`src/rtl/pipe_stage_skid_if.sv`:
```
// rtl/pipe_stage_skid_if.sv - valid/ready/data handshake bundle for one pipeline hop
//
// Purpose: groups the payload handshake of a pipeline stage boundary.
// Signals:
//   valid  payload presented by the producer
//   ready  consumer accepts this cycle
//   data   payload, DATA_W bits
// Modports:
//   master  producer side (drives valid/data, observes ready)
//   slave   consumer side (observes valid/data, drives ready)
interface pipe_stage_skid_if #(
  parameter int DATA_W = 64
);
  logic              valid;
  logic              ready;
  logic [DATA_W-1:0] data;

  modport master (output valid, output data, input ready);
  modport slave  (input valid, input data, output ready);
endinterface

```
`src/rtl/pipe_stage_skid.sv`:
```
// rtl/pipe_stage_skid.sv - parametrised pipeline stage register with optional skid buffer
//
// Purpose: carries a payload between two core pipeline stages with a valid/ready
// handshake, global hold, synchronous flush (bubble insert) and a saturating
// stall-cycle counter.
// Ports:
//   clk        rising-edge clock
//   rst        asynchronous active-low reset
//   hold       global stall, freezes all state
//   flush      synchronous kill of stage contents, overrides hold and accept
//   in_if      upstream handshake (slave): valid/data in, ready out
//   out_if     downstream handshake (master): valid/data out, ready in
//   occupancy  number of valid entries (0..2)
//   stall_cnt  saturating count of cycles the stage held a payload it could not pass on
module pipe_stage_skid #(
  parameter int              DATA_W = 64,
  parameter logic [DATA_W-1:0] BUBBLE = '0,
  parameter bit              SKID   = 1'b1,
  parameter int              CNT_W  = 16
) (
  input  logic             clk,
  input  logic             rst,
  input  logic             hold,
  input  logic             flush,
  pipe_stage_skid_if.slave  in_if,
  pipe_stage_skid_if.master out_if,
  output logic [1:0]       occupancy,
  output logic [CNT_W-1:0] stall_cnt
);

  localparam logic [1:0] ST_EMPTY = 2'd0;
  localparam logic [1:0] ST_ONE   = 2'd1;
  localparam logic [1:0] ST_FULL  = 2'd2;

  logic              m_v;
  logic [DATA_W-1:0] m_d;
  logic              s_v;
  logic              acc;
  logic              pop;
  logic              stall_inc;
  logic [1:0]        state;

  assign occupancy    = {1'b0, m_v} + {1'b0, s_v};
  assign state        = occupancy;
  assign out_if.valid = m_v;
  assign out_if.data  = m_v ? m_d : BUBBLE;

  assign acc = in_if.valid && in_if.ready;
  assign pop = m_v && out_if.ready && !hold;

  generate
    if (SKID) begin : g_skid
      logic [DATA_W-1:0] s_d;

      // ready depends only on registered state, breaking the out_ready path
      assign in_if.ready = rst && !hold && !s_v;

      always_ff @(posedge clk or negedge rst) begin
        if (!rst) begin
          m_v <= 1'b0;
          s_v <= 1'b0;
          m_d <= BUBBLE;
          s_d <= BUBBLE;
        end else if (flush) begin
          m_v <= 1'b0;
          s_v <= 1'b0;
        end else if (!hold) begin
          case (state)
            ST_EMPTY: begin
              if (acc) begin
                m_v <= 1'b1;
                m_d <= in_if.data;
              end
            end
            ST_ONE: begin
              if (acc && pop) begin
                m_d <= in_if.data;
              end else if (acc) begin
                s_v <= 1'b1;
                s_d <= in_if.data;
              end else if (pop) begin
                m_v <= 1'b0;
              end
            end
            ST_FULL: begin
              // skid entry moves up so it is never presented ahead of M
              if (pop) begin
                m_d <= s_d;
                s_v <= 1'b0;
              end
            end
            default: begin
              m_v <= m_v;
            end
          endcase
        end
      end
    end else begin : g_single
      assign s_v         = 1'b0;
      assign in_if.ready = rst && !hold && (!m_v || out_if.ready);

      always_ff @(posedge clk or negedge rst) begin
        if (!rst) begin
          m_v <= 1'b0;
          m_d <= BUBBLE;
        end else if (flush) begin
          m_v <= 1'b0;
        end else if (acc) begin
          m_v <= 1'b1;
          m_d <= in_if.data;
        end else if (pop) begin
          m_v <= 1'b0;
        end
      end
    end
  endgenerate

  // counts independently of flush so stall statistics survive branch kills
  assign stall_inc = m_v && (!out_if.ready || hold);

  always_ff @(posedge clk or negedge rst) begin
    if (!rst) begin
      stall_cnt <= '0;
    end else if (stall_inc && (stall_cnt != {CNT_W{1'b1}})) begin
      stall_cnt <= stall_cnt + {{(CNT_W-1){1'b0}}, 1'b1};
    end
  end

endmodule

```
`src/flat_wrapper.sv`:
```
// flat-port wrapper written by rule: the top's interface ports become plain ports
module pipe_stage_skid_flat 
#(
  parameter int              DATA_W = 64,
  parameter logic [DATA_W-1:0] BUBBLE = '0,
  parameter bit              SKID   = 1'b1,
  parameter int              CNT_W  = 16
)
  (clk, rst, hold, flush, occupancy, stall_cnt, in_if_valid, in_if_data, in_if_ready, out_if_valid, out_if_data, out_if_ready);
  pipe_stage_skid_if #(.DATA_W(DATA_W)) in_if_i ();
  pipe_stage_skid_if #(.DATA_W(DATA_W)) out_if_i ();
  input  logic clk;
  input  logic rst;
  input  logic hold;
  input  logic flush;
  output logic [1:0] occupancy;
  output logic [CNT_W-1:0] stall_cnt;
  input wire logic [$bits(in_if_i.valid)-1:0] in_if_valid;
  input wire logic [$bits(in_if_i.data)-1:0] in_if_data;
  output wire logic [$bits(in_if_i.ready)-1:0] in_if_ready;
  output wire logic [$bits(out_if_i.valid)-1:0] out_if_valid;
  output wire logic [$bits(out_if_i.data)-1:0] out_if_data;
  input wire logic [$bits(out_if_i.ready)-1:0] out_if_ready;
  assign in_if_i.valid = in_if_valid;
  assign in_if_i.data = in_if_data;
  assign in_if_ready = in_if_i.ready;
  assign out_if_valid = out_if_i.valid;
  assign out_if_data = out_if_i.data;
  assign out_if_i.ready = out_if_ready;
  pipe_stage_skid #(.DATA_W(DATA_W), .BUBBLE(BUBBLE), .SKID(SKID), .CNT_W(CNT_W)) u_core (.clk(clk), .rst(rst), .hold(hold), .flush(flush), .in_if(in_if_i), .out_if(out_if_i), .occupancy(occupancy), .stall_cnt(stall_cnt));
endmodule
```
`config.mk`:
```
export PLATFORM = sky130hd
export DESIGN_NAME = pipe_stage_skid_flat
export DESIGN_NICKNAME = d
export VERILOG_FILES = /design/src/rtl/pipe_stage_skid_if.sv /design/src/rtl/pipe_stage_skid.sv /design/src/flat_wrapper.sv
export SDC_FILE = /design/constraint.sdc
export NUM_CORES = 1
export LEC_CHECK = 0
export ABC_AREA = 1
export BUFFER_PORTS_ARGS = -buffer_cell sky130_fd_sc_hd__buf_2
export CAP_MARGIN = 10
export CORE_MARGIN = 10
export CORE_UTILIZATION = 25
export DETAILED_ROUTE_END_ITERATION = 7
export GPL_ROUTABILITY_DRIVEN = 0
export PLACE_DENSITY_LB_ADDON = 0.12
export REMOVE_ABC_BUFFERS = 1
export SLEW_MARGIN = 20
export SYNTH_ARGS = -nofsm -noshare
export SYNTH_HDL_FRONTEND = slang
export SYNTH_SLANG_ARGS = --single-unit
```
`constraint.sdc`:
```
create_clock -name clk -period 3.2 [get_ports clk]
set_input_delay 0.16 -clock clk [delete_from_list [all_inputs] [get_ports clk]]
set_output_delay 0.16 -clock clk [all_outputs]
set_load 0.01 [all_outputs]
```
; ---- Word-level counts from Yosys, hierarchy flattened
; Cells that the tools add are included.
[classes]
addsub = 2
n_eq_ne = 13
mux = 16
n_bitwise = 3
reduce_logical = 20
[ops]
columns = op, n
row1 = $mux 64, 4
row2 = $pmux 64 s3, 1
row3 = $add 16x1->16 const B, 1
row4 = $ne 16x16->1 const B, 1
row5 = $ne 3x2->1 const B, 4
row6 = $reduce_and 6->1, 2
row7 = $reduce_and 5->1, 2
row8 = $mux 1, 9
row9 = $reduce_bool 3->1, 3
row10 = $logic_and 1x1->1, 8
row11 = $ne 2x1->1 const B, 4
row12 = $ne 3x3->1 const B, 2
row13 = $pmux 1 s2, 2
row14 = $logic_not 1->1, 3
row15 = $not 1->1, 3
row16 = $add 1x1->2, 1
row17 = $eq 2x1->1 const B, 1
row18 = $eq 2x2->1 const B, 1
row19 = $logic_not 2->1, 1
row20 = $logic_or 1x1->1, 1
[totals]
register_bits = 146
in_bits = 70
output_inout_bits = 84
word_cells = 59

; ---- Logic depth before layout (Yosys ltp)
; Gate-level depths: netlist of run 1.
[depth]
depth_word = 9
mapped_depth = 10
depth_no_buf = 10

; ---- Worst setup path after synthesis of run 1
; Ideal clock, no wire load.
[synth_path]
path_type = reg-to-reg
from = register u_core.m_v, in the netlist u_core.out_if.valid
to = register u_core.g_skid.s_d[10]
setup_ns = 0.118
arrival_ns = 1.705
t_required_ns = 3.082
setup_slack_ns = 1.377
stages_incl_launch_ff = 9
n_path_buf = 2
period_less_slack_ns = 1.823
path_cell_list = dfrtp_1 inv_1 ha_1 nand4_1 or2_1 buf_2 buf_2 nand2_1 o21ai_2
[synth_via]
word_cells_on_any_way = 7
cone_classes = 1 x add/sub / 1 x eq/ne / 1 x bitwise / 4 x reduce/logical
[synth_rtl]
columns = element, line
row1 = from (decl), pipe_stage_skid.sv:35  ; logic m_v;
row2 = from (signal assigned), pipe_stage_skid.sv:93  ; m_v <= m_v;
row3 = $add 1x1->2, pipe_stage_skid.sv:43  ; assign occupancy = {1'b0, m_v} + {1'b0, s_v};
row4 = net occupancy[0], flat_wrapper.sv:16  ; output logic [1:0] occupancy;
row5 = $eq 2x1->1, pipe_stage_skid.sv:68  ; case (state)
row6 = $reduce_and 5->1 (no source line), n/a
row7 = to (signal assigned), pipe_stage_skid.sv:80  ; s_d <= in_if.data;
row8 = to (decl), pipe_stage_skid.sv:53  ; logic [DATA_W-1:0] s_d;
; The timed path passes the listed nets, and every way through them passes these cells.
; A chain may end at the register's enable or synchronous reset.

; ---- Final worst setup path of run 1
[layout_path]
from = input rst
to = register u_core.m_d[31]
[layout_via]
elab_chain_cells = 6
word_cells_on_any_way = 7
cone_classes = 2 x eq/ne / 5 x reduce/logical
[layout_lines]
columns = element, line
row1 = from (decl), flat_wrapper.sv:13  ; input logic rst;
row2 = $logic_and 1x1->1 * (2 in a row), pipe_stage_skid.sv:56  ; assign in_if.ready = rst && !hold && !s_v;
row3 = $logic_and 1x1->1 *, pipe_stage_skid.sv:48  ; assign acc = in_if.valid && in_if.ready;
row4 = $logic_and 1x1->1, pipe_stage_skid.sv:76  ; if (acc && pop) begin
row5 = $ne 2x1->1 (no source line), n/a
row6 = $reduce_and 6->1 (no source line) *, n/a
row7 = to (signal assigned), pipe_stage_skid.sv:72  ; m_d <= in_if.data;
row8 = to (signal assigned), pipe_stage_skid.sv:77  ; m_d <= in_if.data;
row9 = to (decl), pipe_stage_skid.sv:36  ; logic [DATA_W-1:0] m_d;
; Mark *: on every way between the ends. The rest lies on a longest branch, timed or not.

==> key figures, run 1 <==
Outcome
  • Outcome: completed

Timing
  • Final setup vio count: 0
  • RSZ-0062 raised after global routing: false
  • Layout Skew: 0.0122 ns
  • Slew Viols, Final: 0
  • Rel. slew slack: 40.3%
  • Final TNS setup: 0 ns
  • Min cycle time layout: 2.49 ns
  • Final worst path period share: 77.9%
  • Max Clk Rate: 401 MHz
  • Final hold vios: 0
  • Tightest Pin Transition: 0.896 ns

Finish
  • Ant. Diodes: 0
  • P&R area growth vs syn: 26.6%
  • Share of layout cells above drive strength 1: 20.7%
  • FILL cells: 3341
  • Nets: 1257
  • Final Util: 31.8%

Power and ir drop
  • Logic gate share of total power: 34.9%
  • Sw Share: 41.4%
  • Clk pwr share: 26.5%
  • Maximum vdd ir drop: 0.330 mV
  • Psw: 3.09 mW
  • Tot Pwr: 7.46 mW
  • Fraction of power consumed by sequential logic: 38.6%
  • Pleak: 5.40 nW
  • Internal Power: 4.37 mW
  • Power per Cell Area: 770 mW/mm2

GRT
  • Largest net degree at the start of global routing: 70
  • Initial antenna violation count: 0
  • First-pass GRT wire length: 38.3 mm
  • Grt total ovfl: 0
  • Vias in the first global route: 6929
  • GRT Overall Usage: 12.4%

Logic synthesis
  • Sequential area share after synthesis: 47.7%
  • EDFF count, synth: 0
  • Asr flop ratio synth: 100%
  • Mapped Area: 0.00765 mm2
  • Synthesized area per cell: 7.55 um2
  • Top FF cell, synth: dfrtp_1
  • FF+latch count, synth: 146
  • Cells after Synth: 1014
  • Yosys cell types: 25
  • Yosys Warn Count: 0

Job
  • Max-capacitance violation count: 0

Place
  • Port bufs: 153
  • Dpl hpwl: 14.8 mm

Drt
  • DR vias: 6699
  • Vias per inst: 4.21
  • Routed len/inst: 14.5 um
  • Detailed-router iteration count before antenna repair: 5
  • Initial DRC count: 400
  • Antenna viol nets, final: 0
  • DRT Wirelength: 23.1 mm
  • Remaining DRCs: 0

Clocking
  • Clock Latency Late Sink: 0.43 ns
  • H-tree Lvls: 4
  • CTS root buf: clkbuf_16
  • Maximum root-to-sink buffer count: 2
  • Hold_buf cts: 44
  • Post-CTS Setup Bufs: 0
  • CTS tree: done
  • CTS Buf Count: 17
  • CTS sink count: 146
  • Cells resized by post-CTS repair: 0
  • CTS clk-pin slew, worst paths: 0.06 ns

Worst hold path
  • Worst hold start: in_if_data[57]
  • Worst Hold Depth: 3
  • Worst min path class: in2reg
  • Hold Path Sink: u_core.g_skid.s_d[57]

Floorplanning
  • Die H: 195 um
  • Rows: 64
  • DIE AREA: 0.0380 mm2
  • Core Area: 0.0304 mm2
  • Die Wd: 195 um
  • Io pins: 154
  • Initial Util: 25.2%

Critical path
  • Startpoint Class: input port
  • Class of the most critical setup path: in2reg
  • R2R Path Start: u_core.s_v
  • Critical path required time: 3.50 ns
  • R2R depth: 7
  • Critical Path Sink Type: flip-flop
  • RR Endpoint: u_core.g_skid.s_d[44]
  • Crit path DAT: 2.80 ns
  • Crit-path max FO: 64
  • FF-to-FF setup slack: 0.74 ns
==> sequential cells by signal (all words and copies together) (netlist names) <==
register	flops
u_core.out_if.valid	1
u_core.s_v	1
u_core.m_d	64
u_core.stall_cnt	16
u_core.g_skid.s_d	64
==> cell type report <==
class                      instances  area, um2  area share [%]
tap                              396        495            5.11
timing repair buffer             207       1320            13.6
multi-input combinational        661       3090            31.9
sequential                       146       3650            37.7
clock inverter                    15        146            1.51
inverter                         150        563            5.81
clock buffer                      17        425            4.39
==> power groups by stage <==
stage	clock [mW]	combinational (mW)	sequential, mW
3_5_place_dp	0	2.65	2.90
4_1_cts	2.06	2.70	2.88
3_3_place_gp	0	2.64	2.91
6_report	1.98	2.61	2.88
5_1_grt	2.14	3.04	2.96
2_1_floorplan	0	1.59	2.88
==> cells by family after synthesis <==
kind of cell,count (synthesis),synth area share (%)
fa+ha+maj,4,0.654
simple gates,506,28.6
flops,146,47.7
buf+inv,207,12.2
xor+xnor,9,1.03
compound gates,142,9.83
==> synth_stat cells, types with 8 or more instances <==
cell / number / share of area [%]
buf_2: 16 / 1.0
nand3_2: 30 / 3.9
nand2_1: 397 / 19
nand3_1: 42 / 2.7
inv_1: 147 / 7.2
buf_4: 11 / 1.1
o21ai_2: 11 / 1.3
clkbuf_1: 19 / 0.93
dfrtp_1: 146 / 48
o21ai_1: 54 / 3.5
nor2_1: 22 / 1.1
o21ai_0: 75 / 4.9
buf_6: 8 / 1.2
==> metal layers <==
layer | track usage, % | vias up | wire length [um]
met5 | 0 | - | 0
met4 | 2.86 | 0 | 215
met3 | 3.15 | 10 | 941
met2 | 19.8 | 127 | 10600
li1 | - | 3443 | -
met1 | 16.5 | 3119 | 11400
==> cell usage in the layout, fill, tap and decap left out <==
cell type,synthesis,layout
nor2_2,4,4
inv_8,0,3
dfrtp_2,0,1
xor2_1,7,7
buf_12,0,2
o21ai_1,54,54
dfrtp_1,146,145
buf_6,8,1
ha_1,4,3
nor2_4,1,1
nor2_1,22,22
nand3_1,42,42
inv_1,147,147
clkinv_2,0,2
o21ai_0,75,75
nand4_1,7,7
dlygate4sd3_1,0,45
buf_2,16,152
clkbuf_16,0,17
inv_2,3,3
or2_4,0,1
ha_4,0,1
xnor2_1,2,2
nand2_1,397,397
a21oi_1,2,2
nand3_2,30,30
inv_6,0,5
clkinv_4,0,3
buf_4,11,7
o21ai_2,11,11
nand2_4,1,2
clkinv_8,0,2
==> through the flow <==
stage / hold WS, ns / std cells / setup WS [ns] / instance area (um2)
after floorplan: -0.136 / 957 / -1.71 / 7280
after global placement: 0.127 / 1515 / 0.788 / 8670
after detailed placement: 0.129 / 1515 / 0.739 / 8670
after CTS: 0.000175 / 1591 / 0.631 / 9680
after global routing: 0.00269 / 1592 / 0.344 / 9690
final: 0.0152 / 1592 / 0.709 / 9690
==> worst max-delay path by stage <==
stage                              from                    end  slack [ns]  cells past startpoint
finish                              rst         u_core.m_d[31]        0.71                      9
global placement                    rst         u_core.m_d[55]        0.79                      8
global route                        rst         u_core.m_d[50]        0.34                      9
floorplan           u_core.out_if.valid          u_core.m_d[0]       -1.71                      7
detailed placement           u_core.s_v  u_core.g_skid.s_d[44]        0.74                      7
CTS                                 rst         u_core.m_d[21]        0.63                      9
==> critical path, cell delays in order <==
cell and delay, ns:
dlygate4sd3_1 0.56, buf_6 0.38, nand3_1 0.18, nand2_1 0.15, inv_2 0.05, nor2_4 0.42, nand2_4 0.55, nand2_1 0.19
nand2_1 0.07
(Power assumes the default switching activity.)
==> run 2: changes to the inputs <==
--- a/config.mk
+++ b/config.mk
@@ -5,7 +5,7 @@
 export SDC_FILE = /design/constraint.sdc
 export NUM_CORES = 1
 export LEC_CHECK = 0
-export ABC_AREA = 1
+export ABC_AREA = 0
 export BUFFER_PORTS_ARGS = -buffer_cell sky130_fd_sc_hd__buf_2
 export CAP_MARGIN = 10
 export CORE_MARGIN = 10
==> constraint.sdc (replaced) <==
create_clock -name clk -period 2.55 [get_ports clk]
set_input_delay 0.1275 -clock clk [delete_from_list [all_inputs] [get_ports clk]]
set_output_delay 0.1275 -clock clk [all_outputs]
set_load 0.01 [all_outputs]
==> key figures, run 2 <==
Critical path
  • Class of the most critical setup path: reg2reg
  • Critical Path Sink Type: flip-flop
  • Startpoint Class: flip-flop
  • Critical path required time: 2.84 ns
  • Crit-path max FO: 31
  • R2R depth: 6
  • Crit path DAT: 2.42 ns

Logic synthesis
  • EDFF count, synth: 0
  • Sequential area share after synthesis: 49.3%
  • Post-synth top area share: 49.3%
  • Synthesized area per cell: 14.6 um2
  • Commonest cells post-synth: dfrtp_1 (146), mux2_4 (120), mux2_2 (73)
  • FF+latch count, synth: 146
  • Post-synth top area cell: dfrtp_1
  • Asr flop ratio synth: 100%
  • Top FF cell, synth: dfrtp_1
  • Cells after Synth: 507
  • Yosys Warn Count: 0
  • Mapped Area: 0.00741 mm2
  • Most frequent cell after synthesis: dfrtp_1
  • Area contributors post-synth: dfrtp_1 (49%), mux2_4 (24%), mux2_2 (11%)
  • Yosys cell types: 33

Place
  • Port bufs: 153
  • Dpl hpwl: 13.4 mm
  • Cell Count Post-Placement: 1030
  • Placement Cell Area: 0.00862 mm2

GRT
  • Vias in the first global route: 5426
  • Largest net degree at the start of global routing: 67
  • First-pass GRT wire length: 32.1 mm
  • GRT Overall Usage: 11.2%
  • Grt total ovfl: 0
  • Initial antenna violation count: 1

Finish
  • P&R area growth vs syn: 33.1%
  • Non-filler instance count after layout: 1127
  • Area occupied by multi-input gates: 0.00356 mm2
  • Share of layout cells above drive strength 1: 53.4%
  • Highest-count cells in the layout ignoring fill and taps: buf_2 (152), dfrtp_1 (145), mux2_4 (120), mux2_2 (73), dlygate4sd3_1 (66)
  • FILL cells: 2870
  • Final Util: 34.1%
  • Largest registers: u_core.g_skid.s_d: 64 flops, u_core.m_d: 64 flops, u_core.stall_cnt: 16 flops
  • Most common cell after layout, fill and taps aside: buf_2
  • Nets: 805
  • FF/Latch Area: 0.00365 mm2
  • Fin area: 0.00986 mm2
  • Ant. Diodes: 0

Drt
  • Vias per inst: 4.25
  • Remaining DRCs: 0
  • Antenna viol nets, final: 0
  • DR vias: 4788
  • DRT Wirelength: 20.3 mm
  • Initial DRC count: 161
  • Detailed-router iteration count before antenna repair: 4
  • Routed len/inst: 18.0 um

Clocking
  • Post-CTS Setup Bufs: 0
  • CTS tree: done
  • CTS clk-pin slew, worst paths: 0.06 ns
  • Clock Latency Late Sink: 0.41 ns
  • Maximum root-to-sink buffer count: 2
  • CTS Buf Count: 17
  • H-tree Lvls: 4
  • CTS root buf: clkbuf_16
  • CTS sink count: 146

Power and ir drop
  • Pleak: 5.10 nW
  • Maximum vdd ir drop: 0.325 mV
  • Power per Cell Area: 656 mW/mm2

Timing
  • Final setup vio count: 0
  • Layout Skew: 0.00759 ns
  • Slew Viols, Final: 0
  • Min cycle time layout: 2.12 ns
  • Final hold vios: 0
  • Tightest Pin Transition: 0.889 ns
  • Rel. slew slack: 40.7%
  • Max Clk Rate: 471 MHz
  • RSZ-0062 raised after global routing: false
  • Final worst path period share: 83.3%
  • WHS: 0.185 ns

Floorplanning
  • Initial Util: 25.6%
  • DIE AREA: 0.0369 mm2
  • Die H: 192 um
  • Core Area: 0.0289 mm2
  • Io pins: 154
  • Rows: 62
  • Die Wd: 192 um

Worst hold path
  • Worst Hold Depth: 4
  • Worst min path class: in2reg

Job
  • Max-capacitance violation count: 0

Outcome
  • Outcome: completed
run 2: cell count changes in the layout (fill, tap and decap cells not counted), moves of 15 or more:
cell	before	now
mux2_4	0	120
nand3_1	42	5
inv_1	147	5
o21ai_1	54	0
dlygate4sd3_1	45	66
o21ai_0	75	0
nand3_2	30	1
nor2_1	22	7
mux2_2	0	73
and2_1	0	64
nand2_1	397	11
run 2: metrics by stage:
step                TNS, ns  power [mW]  worst slack (ns)
detailed placement        0        3.91             0.401
global placement          0        3.87             0.402
global route              0        6.82             0.253
floorplan           -191.69        3.56             -2.21
CTS                       0        6.60             0.380
finish                    0        6.47             0.425
run 2: metal layers:
| layer | routed length [um] | up-vias | part of all wire, % | GRT usage (%) |
|---|---|---|---|---|
| li1 | - | 2218 | - | - |
| met1 | 9110 | 2464 | 45 | 14.1 |
| met2 | 9920 | 94 | 49 | 18.3 |
| met3 | 1020 | 12 | 5.0 | 2.61 |
| met4 | 255 | 0 | 1.3 | 3.82 |
| met5 | 0 | - | 0 | 0 |
run 2: area by class of cell:
type | instances | share of cell area (%)
well taps | 384 | 4.87
clock inverters | 12 | 1.36
multi-input cells | 330 | 36.1
repair buffers | 231 | 15.9
inverters | 5 | 0.190
flip-flops and latches | 146 | 37.1
clock buffers | 19 | 4.49
run 2: timing repair:
| action | in CTS | in global routing |
|---|---|---|
| hold buffers | 66 | 0 |
| resized for setup | 0 | 0 |
| endpoints found under the setup margin | 0 | 0 |
| hold endpoints to repair | 86 | 0 |
run 2: kinds of logic (layout without fill, tap and decap cells):
| family | after synthesis | in the layout | share of synthesized area, % |
|---|---|---|---|
| AOI/OAI and AO/OA | 10 | 10 | 1.08 |
| buffers and inverters | 31 | 267 | 2.80 |
| and+or+nand+nor | 108 | 108 | 8.89 |
| muxes | 194 | 194 | 35.6 |
| adders and majority gates | 4 | 4 | 0.676 |
| xor gates and xnor gates | 14 | 14 | 1.66 |
| DFF | 146 | 146 | 49.3 |
run 2: final timing paths:
| check | startpoint | end | slack, ns |
|---|---|---|---|
| max in group asynchronous | rst | u_core.g_skid.s_d[34] | 1.05 |
| worst max-delay path | u_core.s_v | u_core.m_d[42] | 0.43 |
| worst max register to register | u_core.s_v | u_core.m_d[42] | 0.43 |
| worst min-delay path | hold | u_core.s_v | 0.19 |
| min in group asynchronous | rst | u_core.m_d[53] | 0.30 |
| worst min register to register | u_core.stall_cnt[15] | u_core.stall_cnt[15] | 0.49 |
run 2: critical path: stages, from the launching register on:
cell	delay [ns]
dfrtp_1	0.46
inv_1	0.09
ha_1	0.42
a21oi_1	0.11
o21ai_4	0.20
buf_12	0.29
mux2_2	0.38
run 2: power breakdown:
group          total, mW  switching (mW)  leakage, nW  internal, mW
Combinational       1.01           0.333         2.92         0.679
Clock               2.53            1.06        0.280          1.47
Sequential          2.93           0.234         1.90          2.70
